File: config.mk
export PLATFORM = sky130hd
export DESIGN_NAME = pipeline_hazard_ctrl
export DESIGN_NICKNAME = d
export VERILOG_FILES = /design/src/rtl/pipeline_hazard_ctrl.sv
export SDC_FILE = /design/constraint.sdc
export NUM_CORES = 1
export LEC_CHECK = 0
export ABC_AREA = 0
export BUFFER_PORTS_ARGS = -buffer_cell sky130_fd_sc_hd__buf_2
export CELL_PAD_IN_SITES_DETAIL_PLACEMENT = 1
export CELL_PAD_IN_SITES_GLOBAL_PLACEMENT = 2
export CORE_MARGIN = 3
export CORE_UTILIZATION = 31
export CTS_BUF_LIST = sky130_fd_sc_hd__clkbuf_8
export CTS_CLUSTER_DIAMETER = 120
export DETAILED_ROUTE_END_ITERATION = 16
export HOLD_SLACK_MARGIN = 0.05
export PLACE_DENSITY = 0.8
export SLEW_MARGIN = 15
export SYNTH_ARGS = -nofsm -noshare
export SYNTH_HDL_FRONTEND = slang
export SYNTH_SLANG_ARGS = --single-unit
File: constraint.sdc
create_clock -name clk -period 2.8 [get_ports clk]
set_input_delay 0.28 -clock clk [delete_from_list [all_inputs] [get_ports clk]]
set_output_delay 0.28 -clock clk [all_outputs]
set_load 0.005 [all_outputs]
File: src/rtl/pipeline_hazard_ctrl.sv
// Stall/flush sequencer for the five-stage pipeline. It handles load-use stalls,
// taken-branch flushes resolved in MEM, and data-memory waits with a timeout.
module pipeline_hazard_ctrl #(
   parameter int unsigned LOAD_STALL_CYCLES = 1,
   parameter int unsigned MEM_TIMEOUT       = 15
) (
   input  logic        clk,
   input  logic        rst_n,
   input  logic [4:0]  id_rs,
   input  logic [4:0]  id_rt,
   input  logic        id_uses_rt,
   input  logic        ex_mem_read,
   input  logic [4:0]  ex_rt,
   input  logic        mem_branch,
   input  logic        mem_zero,
   input  logic        mem_access,
   input  logic        dmem_ready,
   output logic        pc_write,
   output logic        pc_src,
   output logic        if_id_write,
   output logic        if_id_flush,
   output logic        id_ex_bubble,
   output logic        ex_mem_flush,
   output logic        pipe_hold,
   output logic        mem_wb_bubble,
   output logic        dmem_req,
   output logic        timeout_err,
   output logic [15:0] stall_count,
   output logic [15:0] flush_count,
   output logic [1:0]  state
);

   typedef enum logic [1:0] {
      StRun       = 2'd0,
      StLoadStall = 2'd1,
      StMemWait   = 2'd2
   } state_e;

   localparam logic [1:0] LsLoad   = 2'(LOAD_STALL_CYCLES - 1);
   localparam logic [7:0] WaitLast = 8'(MEM_TIMEOUT - 1);

   state_e      state_q, state_d;
   logic [1:0]  ls_cnt_q, ls_cnt_d;
   logic [7:0]  wait_cnt_q, wait_cnt_d;
   logic        timeout_q, timeout_d;
   logic [15:0] stall_cnt_q, flush_cnt_q;
   logic        flush_evt;
   logic        run_eval;

   logic taken, load_use, wait_req;

   assign taken    = mem_branch & mem_zero;
   assign load_use = ex_mem_read & (ex_rt != 5'd0) &
                     ((ex_rt == id_rs) | (id_uses_rt & (ex_rt == id_rt)));
   assign wait_req = mem_access & ~dmem_ready;

   // Next-state and hazard outputs; reset forcing overrides everything at the end.
   always_comb begin
      pc_write      = 1'b1;
      pc_src        = 1'b0;
      if_id_write   = 1'b1;
      if_id_flush   = 1'b0;
      id_ex_bubble  = 1'b0;
      ex_mem_flush  = 1'b0;
      pipe_hold     = 1'b0;
      mem_wb_bubble = 1'b0;
      dmem_req      = 1'b0;
      state_d       = state_q;
      ls_cnt_d      = ls_cnt_q;
      wait_cnt_d    = wait_cnt_q;
      timeout_d     = timeout_q;
      flush_evt     = 1'b0;
      run_eval      = 1'b0;

      unique case (state_q)
         StRun: begin
            dmem_req = mem_access;
            run_eval = 1'b1;
         end
         StLoadStall: begin
            if (wait_req) begin
               pc_write      = 1'b0;
               if_id_write   = 1'b0;
               pipe_hold     = 1'b1;
               mem_wb_bubble = 1'b1;
               wait_cnt_d    = 8'd0;
               ls_cnt_d      = 2'd0;
               state_d       = StMemWait;
            end else if (taken) begin
               pc_src       = 1'b1;
               if_id_flush  = 1'b1;
               id_ex_bubble = 1'b1;
               ex_mem_flush = 1'b1;
               flush_evt    = 1'b1;
               ls_cnt_d     = 2'd0;
               state_d      = StRun;
            end else begin
               pc_write     = 1'b0;
               if_id_write  = 1'b0;
               id_ex_bubble = 1'b1;
               ls_cnt_d     = ls_cnt_q - 2'd1;
               if (ls_cnt_q == 2'd1) state_d = StRun;
            end
         end
         StMemWait: begin
            dmem_req = mem_access;
            if (!dmem_ready) begin
               if (wait_cnt_q == WaitLast) begin
                  // Give up: drop the request, bubble MEM/WB and let the pipe move.
                  dmem_req      = 1'b0;
                  mem_wb_bubble = 1'b1;
                  timeout_d     = 1'b1;
                  wait_cnt_d    = 8'd0;
                  state_d       = StRun;
               end else begin
                  pc_write      = 1'b0;
                  if_id_write   = 1'b0;
                  pipe_hold     = 1'b1;
                  mem_wb_bubble = 1'b1;
                  wait_cnt_d    = wait_cnt_q + 8'd1;
               end
            end else begin
               // Access completes: the held EX/MEM branch (or a hazard) is handled as in RUN.
               state_d  = StRun;
               run_eval = 1'b1;
            end
         end
         default: state_d = StRun;
      endcase

      if (run_eval) begin
         if (wait_req) begin
            pc_write      = 1'b0;
            if_id_write   = 1'b0;
            pipe_hold     = 1'b1;
            mem_wb_bubble = 1'b1;
            wait_cnt_d    = 8'd0;
            state_d       = StMemWait;
         end else if (taken) begin
            pc_src       = 1'b1;
            if_id_flush  = 1'b1;
            id_ex_bubble = 1'b1;
            ex_mem_flush = 1'b1;
            flush_evt    = 1'b1;
         end else if (load_use) begin
            pc_write     = 1'b0;
            if_id_write  = 1'b0;
            id_ex_bubble = 1'b1;
            if (LOAD_STALL_CYCLES > 1) begin
               ls_cnt_d = LsLoad;
               state_d  = StLoadStall;
            end
         end
      end

      if (!rst_n) begin
         pc_write      = 1'b0;
         if_id_write   = 1'b0;
         pc_src        = 1'b0;
         dmem_req      = 1'b0;
         if_id_flush   = 1'b1;
         id_ex_bubble  = 1'b1;
         ex_mem_flush  = 1'b1;
         mem_wb_bubble = 1'b1;
         pipe_hold     = 1'b0;
         flush_evt     = 1'b0;
      end
   end

   // State, internal counters and saturating statistics.
   always_ff @(posedge clk) begin
      if (!rst_n) begin
         state_q     <= StRun;
         ls_cnt_q    <= 2'd0;
         wait_cnt_q  <= 8'd0;
         timeout_q   <= 1'b0;
         stall_cnt_q <= 16'd0;
         flush_cnt_q <= 16'd0;
      end else begin
         state_q    <= state_d;
         ls_cnt_q   <= ls_cnt_d;
         wait_cnt_q <= wait_cnt_d;
         timeout_q  <= timeout_d;
         if (!pc_write && (stall_cnt_q != 16'hFFFF)) stall_cnt_q <= stall_cnt_q + 16'd1;
         if (flush_evt && (flush_cnt_q != 16'hFFFF)) flush_cnt_q <= flush_cnt_q + 16'd1;
      end
   end

   assign timeout_err = timeout_q;
   assign stall_count = stall_cnt_q;
   assign flush_count = flush_cnt_q;
   assign state       = state_q;

endmodule

==> flow_summary_export.csv, run 1 <==
group,metric,value,unit
status,status,"complete, no violations",
pwr,power_density,433.6,nW/µm²
synthesis,avgSynthCellArea,7.910,µm²
pwr,p_switching,0.3261,mW
clock_network,ctsResizeCount,0,
clock_network,postCtsSetupBuffers,0,
synthesis,yosysTopAreaCellShare,0.3430,
sta,rsz0062_at_grt,"no",
routing,drt_iter0_markers,51,
pwr,power,1.384,mW
global_routing,grt_pass1_vias,2532,
setup_path,endpoint_kind,"output port",
synthesis,synth-seq-cells,45,
global_routing,groute.usage.overall,0.1537,
synthesis,syn_area,2626,µm²
global_routing,antenna_found_initial,0,
pwr,pwr-share-comb,0.105,
finish,syn2layout_area_growth,21.53,%
placed_design,port_buffers,66,
global_routing,overflow,0,
clock_network,cts_tree,"yes",
sta,setup_viol,0,
routing,routed-via-count,2590,
floorplanning,die_y,98.04,µm
clock_network,numCtsBuffers,5,
finish,final_nets,427,
clock_network,clock-root-buffer,"clkbuf_8",
setup_path,cp_max_fo,21,
setup_path,start_kind,"flip-flop",
clock_network,clock_latency,300,ps
sta,fmax,396.2,MHz
pwr,leakage,1.296,nW
sta,report.final.slew_viol_count,0,
clock_network,clock-sinks,45,
finish,utilization,0.4006,
synthesis,async_flop_share,0,
sta,tns,0,ps
pwr,p_int,1.058,mW
setup_path,critPathKind,"flip-flop to output port",
sta,hold_viol_final,0,
routing,drt_pass1_iterations,4,
placed_design,post-dp-hpwl,5697,µm
finish,antenna_cells,0,
routing,post_drt_wl_per_cell,14.82,µm
clock_network,htreeDepth,2,
floorplanning,ioPinCount,67,
floorplanning,row_count,32,
routing,wl,7379,µm
min_path,hold_path.class,"input pin to flip-flop",
synthesis,ys_warn_count,0,
synthesis,synth_edf_count,0,
floorplanning,die_area,9612,µm²
synthesis,synth_cell_types,48,
synthesis,synth_area_leaders,"dfxtp_1 (34%), nand3_1 (4.8%), nand2_1 (4.6%), a21oi_1 (4.4%), ha_1 (4.3%)",
finish,drive_gt1_frac,0.2121,
sta,clock_skew,4.286,ps
finish,design_area,3192,µm²
clock_network,hold_buffers,0,
placed_design,placed_area,3053,µm²
floorplanning,initial_utilization,0.3296,
synthesis,synth_top_area_cell,"dfxtp_1",
global_routing,grt_max_degree,23,
floorplanning,coreArea,7968,µm²
pwr,p_seq_frac,0.473,
synthesis,synth_seq_area_share,0.3430,
synthesis,netlist_instances,332,
placed_design,gp_congestion,0.7562,
sta,finalCritPeriodShare,0.9015,
synthesis,synthFlopType,"dfxtp_1",
sta,period_minus_slack,2524,ps
global_routing,grt_pass1_wl,12540,µm
finish,final_cells,498,
floorplanning,die_w,98.04,µm
pwr,peakVddDrop,0.0001781,V
clock_network,clockBufferDepth,2,
sta,worst_pin_slew,673.1,ps
finish,fillers,1001,
setup_path,crit_required,2520,ps
pwr,power_frac_clock,0.422,
pwr,swShare,0.2356,
clock_network,clk_pin_slew,90,ps
routing,viasPerCell,5.201,
placed_design,place_inst,490,
sta,relSlewSlack,0.5486,
setup_path,cp.arrival,2240,ps
synthesis,syn_nets,364,
run,cap_viol_max_count,0,
routing,drcViolationCount,0,
routing,ant_nets,0,
## cell usage in the layout (no fill, tap or decap), types with 10 or more instances in the layout
master	n
buf_2	66
dfxtp_1	45
nand2_1	32
nor2_1	26
nand3_1	25
a21oi_1	23
nand2b_1	15
o21ai_0	13
inv_1	12
xor2_1	12
nor4_1	10
## critical path, cell delays in order, from the launching register on
cell	delay (ps)
dfxtp_1	420
ha_1	170
and4b_1	270
nand3_1	110
a41oi_1	320
o31ai_4	180
inv_2	290
buf_2	180
## cells by family (layout without fill, tap and decap cells)
group / count (synthesis) / in the layout / share of synthesized area
AOI/OAI and AO/OA: 66 / 66 / 0.1610
xor gates and xnor gates: 17 / 17 / 0.05669
adders and majority gates: 9 / 9 / 0.04288
buffers and inverters: 29 / 93 / 0.04764
DFF: 45 / 45 / 0.3430
muxes: 8 / 8 / 0.03049
and+or+nand+nor: 158 / 158 / 0.3183
## routing by layer
layer | wire length [µm] | vias to the layer above | global-route usage | share of wire
li1 | - | 1317 | - | -
met1 | 3595 | 1228 | 0.2073 | 0.49
met2 | 3483 | 38 | 0.2524 | 0.47
met3 | 239 | 7 | 0.03071 | 0.032
met4 | 59 | 0 | 0.03727 | 0.0080
met5 | 0 | - | 0 | 0
## per-stage QoR
| stage | worst slack, ps | hold slack [ps] |
|---|---|---|
| 2_1_floorplan | 658.6 | 446.0 |
| 3_3_place_gp | 372.7 | 457.3 |
| 3_5_place_dp | 326.6 | 460.7 |
| 4_1_cts | 254.7 | 347.3 |
| 5_1_grt | 81.45 | 370.3 |
| 6_report | 275.8 | 361.2 |
## synth_stat cells (2+ instances only)
| cell type | instances |
|---|---|
| a211oi_1 | 2 |
| a21o_1 | 2 |
| a21oi_1 | 23 |
| a32oi_1 | 3 |
| and2_1 | 5 |
| and3_1 | 5 |
| and4_1 | 3 |
| buf_1 | 2 |
| buf_4 | 2 |
| clkbuf_1 | 10 |
| dfxtp_1 | 45 |
| ha_1 | 9 |
| inv_1 | 12 |
| mux2i_1 | 8 |
| nand2_1 | 32 |
| nand2b_1 | 15 |
| nand3_1 | 25 |
| nand4_1 | 5 |
| nand4b_1 | 2 |
| nor2_1 | 26 |
| nor2b_1 | 5 |
| nor3_1 | 9 |
| nor4_1 | 10 |
| nor4b_1 | 2 |
| o21a_1 | 3 |
| o21ai_0 | 13 |
| o21ai_1 | 4 |
| o31ai_1 | 6 |
| o41ai_1 | 2 |
| or3_1 | 6 |
| or4_1 | 4 |
| xnor2_1 | 5 |
| xor2_1 | 12 |
## state kept, by name, summed over array words and instances, names as in the netlist
name / flops
flush_count: 16
ls_cnt_q: 2
timeout_err: 1
stall_count: 16
state: 2
wait_cnt_q: 8
## power groups by stage
stage	sequential, mW	combinational [mW]	clock [mW]
after floorplan	0.668	0.0923	0
after global placement	0.670	0.147	0
after detailed placement	0.670	0.148	0
after CTS	0.655	0.148	0.611
after global routing	0.656	0.165	0.640
final	0.654	0.145	0.584
## worst paths after layout
| kind | cells after the start | startpoint | to | slack [ps] |
|---|---|---|---|---|
| setup / recovery | 7 | wait_cnt_q[1]$_SDFF_PN0_ | pc_write | 280 |
| hold / removal | 3 | rst_n | flush_count[0]$_SDFFE_PN0P_ | 360 |
| setup reg to reg | 8 | state[0]$_SDFF_PN0_ | stall_count[3]$_SDFFE_PN0P_ | 360 |
| hold reg to reg | 1 | timeout_err$_SDFFE_PN0P_ | timeout_err$_SDFFE_PN0P_ | 480 |
## layout make-up
cell class              count  area, µm²  area share
flip-flops and latches     45      900.9      0.2822
multi-input cells         258       1605      0.5029
inverters                  13      48.80     0.01529
clock inverters             3      65.06     0.02038
well taps                 102      127.6     0.03998
clock buffers               5      68.82     0.02156
repair buffers             72      375.4      0.1176
(Power assumes the default switching activity.)
==> run 2: changes to the inputs <==
--- a/config.mk
+++ b/config.mk
@@ -15,6 +15,7 @@
 export CTS_CLUSTER_DIAMETER = 120
 export DETAILED_ROUTE_END_ITERATION = 16
 export HOLD_SLACK_MARGIN = 0.05
+export MAX_ROUTING_LAYER = met4
 export PLACE_DENSITY = 0.8
 export SLEW_MARGIN = 15
 export SYNTH_ARGS = -nofsm -noshare
==> run 2 against run 1 <==
  * Cell count is the same
  * Via count is 0.19% lower
  * Hold slack lost 1.5 ps
  * Wire length barely moved
  * Combinational power barely moved
  * Clock skew fell by 0.52 ps
  * Utilization is the same
  * First-iteration DRC count increased by 12%
  * Register-to-register slack barely moved
  * Largest cell class unchanged
==> flow_summary_export.csv, run 2 (synthesis gave the netlist of run 1 again) <==
group,metric,value,unit
setup_path,endpoint_kind,"output port",
clock_network,postCtsSetupBuffers,0,
floorplanning,die_y,98.04,µm
min_path,hold_path.class,"input pin to flip-flop",
floorplanning,initial_utilization,0.3296,
floorplanning,coreArea,7968,µm²
finish,multi_input_area,1605,µm²
finish,syn2layout_area_growth,21.53,%
clock_network,numCtsBuffers,5,
routing,drt_iter0_markers,57,
clock_network,clk_pin_slew,90,ps
sta,finalCritPeriodShare,0.9007,
placed_design,post-dp-hpwl,5697,µm
clock_network,clock-root-buffer,"clkbuf_8",
sta,report.final.slew_viol_count,0,
run,cap_viol_max_count,0,
finish,drive_gt1_frac,0.2121,
setup_path,critPathKind,"flip-flop to output port",
setup_path,start_kind,"flip-flop",
setup_path,crit_required,2520,ps
setup_path,cp_max_fo,21,
clock_network,htreeDepth,2,
clock_network,clockBufferDepth,2,
sta,clock_skew,3.767,ps
sta,worst_pin_slew,673.0,ps
finish,final_nets,427,
finish,final_common_cell,"buf_2",
routing,viasPerCell,5.191,
clock_network,clock-sinks,45,
floorplanning,row_count,32,
routing,drt_pass1_iterations,4,
clock_network,clock_latency,300,ps
routing,routed-via-count,2585,
routing,ant_nets,0,
setup_path,worst_r2r_path_depth,8,
finish,fillers,1001,
sta,fmax,396.5,MHz
sta,relSlewSlack,0.5486,
routing,wl,7372,µm
clock_network,ctsResizeCount,0,
finish,seq_area,900.9,µm²
global_routing,grt_pass1_wl,12560,µm
sta,hold_viol_final,0,
sta,rsz0062_at_grt,"no",
pwr,peakVddDrop,0.0001784,V
finish,final_cell_mix,"buf_2 (66), dfxtp_1 (45), nand2_1 (32)",
status,status,"complete, no violations",
sta,setup_viol,0,
finish,antenna_cells,0,
floorplanning,ioPinCount,67,
global_routing,overflow,0,
clock_network,cts_tree,"yes",
global_routing,grt_pass1_vias,2527,
pwr,power_density,434.0,nW/µm²
routing,drcViolationCount,0,
floorplanning,die_w,98.04,µm
placed_design,gp_congestion,0.7660,
placed_design,port_buffers,66,
floorplanning,die_area,9612,µm²
finish,utilization,0.4006,
global_routing,antenna_found_initial,0,
global_routing,grt_max_degree,23,
sta,period_minus_slack,2522,ps
setup_path,cp.arrival,2240,ps
min_path,holdPathStages,3,
sta,tns,0,ps
pwr,leakage,1.296,nW
routing,post_drt_wl_per_cell,14.80,µm
clock_network,hold_buffers,0,
pwr,power,1.385,mW
global_routing,groute.usage.overall,0.1584,
## run 2: cell counts in the layout (fill, tap and decap cells not counted)
Identical to the previous run, type by type.
## run 2: worst max-delay path, cell delays in order, from the launching register on
cell,delay (ps)
dfxtp_1,420
ha_1,170
and4b_1,270
nand3_1,110
a41oi_1,320
o31ai_4,180
inv_2,290
buf_2,180
## run 2: per-stage QoR
step	hold WS [ps]	worst slack [ps]	std cells	cell area, µm²
6_report	359.7	278.1	498	3192
5_1_grt	370.3	81.44	498	3192
4_1_cts	347.3	254.7	498	3187
3_5_place_dp	460.7	326.6	490	3053
3_3_place_gp	457.3	372.7	490	3053
2_1_floorplan	446.0	658.6	332	2626
## run 2: path summary, 6_finish.rpt
check | slack, ps | to | start
max | 280 | pc_write | wait_cnt_q[1]$_SDFF_PN0_
min | 360 | flush_count[0]$_SDFFE_PN0P_ | rst_n
max reg2reg | 360 | stall_count[3]$_SDFFE_PN0P_ | state[0]$_SDFF_PN0_
min reg2reg | 480 | timeout_err$_SDFFE_PN0P_ | timeout_err$_SDFFE_PN0P_
## run 2: final cells by class
class                      count  area share
multi-input combinational    258      0.5029
sequential                    45      0.2822
timing repair buffer          72      0.1176
tap                          102     0.03998
clock buffer                   5     0.02156
clock inverter                 3     0.02038
inverter                      13     0.01529
## run 2: report_power, final
| group | leakage [nW] | internal, mW | switching [mW] |
|---|---|---|---|
| clock network | 0.0681 | 0.355 | 0.231 |
| registers | 0.363 | 0.646 | 0.00849 |
| logic | 0.865 | 0.0574 | 0.0878 |
## run 2: per-layer routing
| metal | share of wire | global-route usage |
|---|---|---|
| met1 | 0.49 | 0.2086 |
| met2 | 0.47 | 0.2524 |
| met3 | 0.031 | 0.02929 |
| met4 | 0.0083 | 0.03727 |
| met5 | 0 | - |
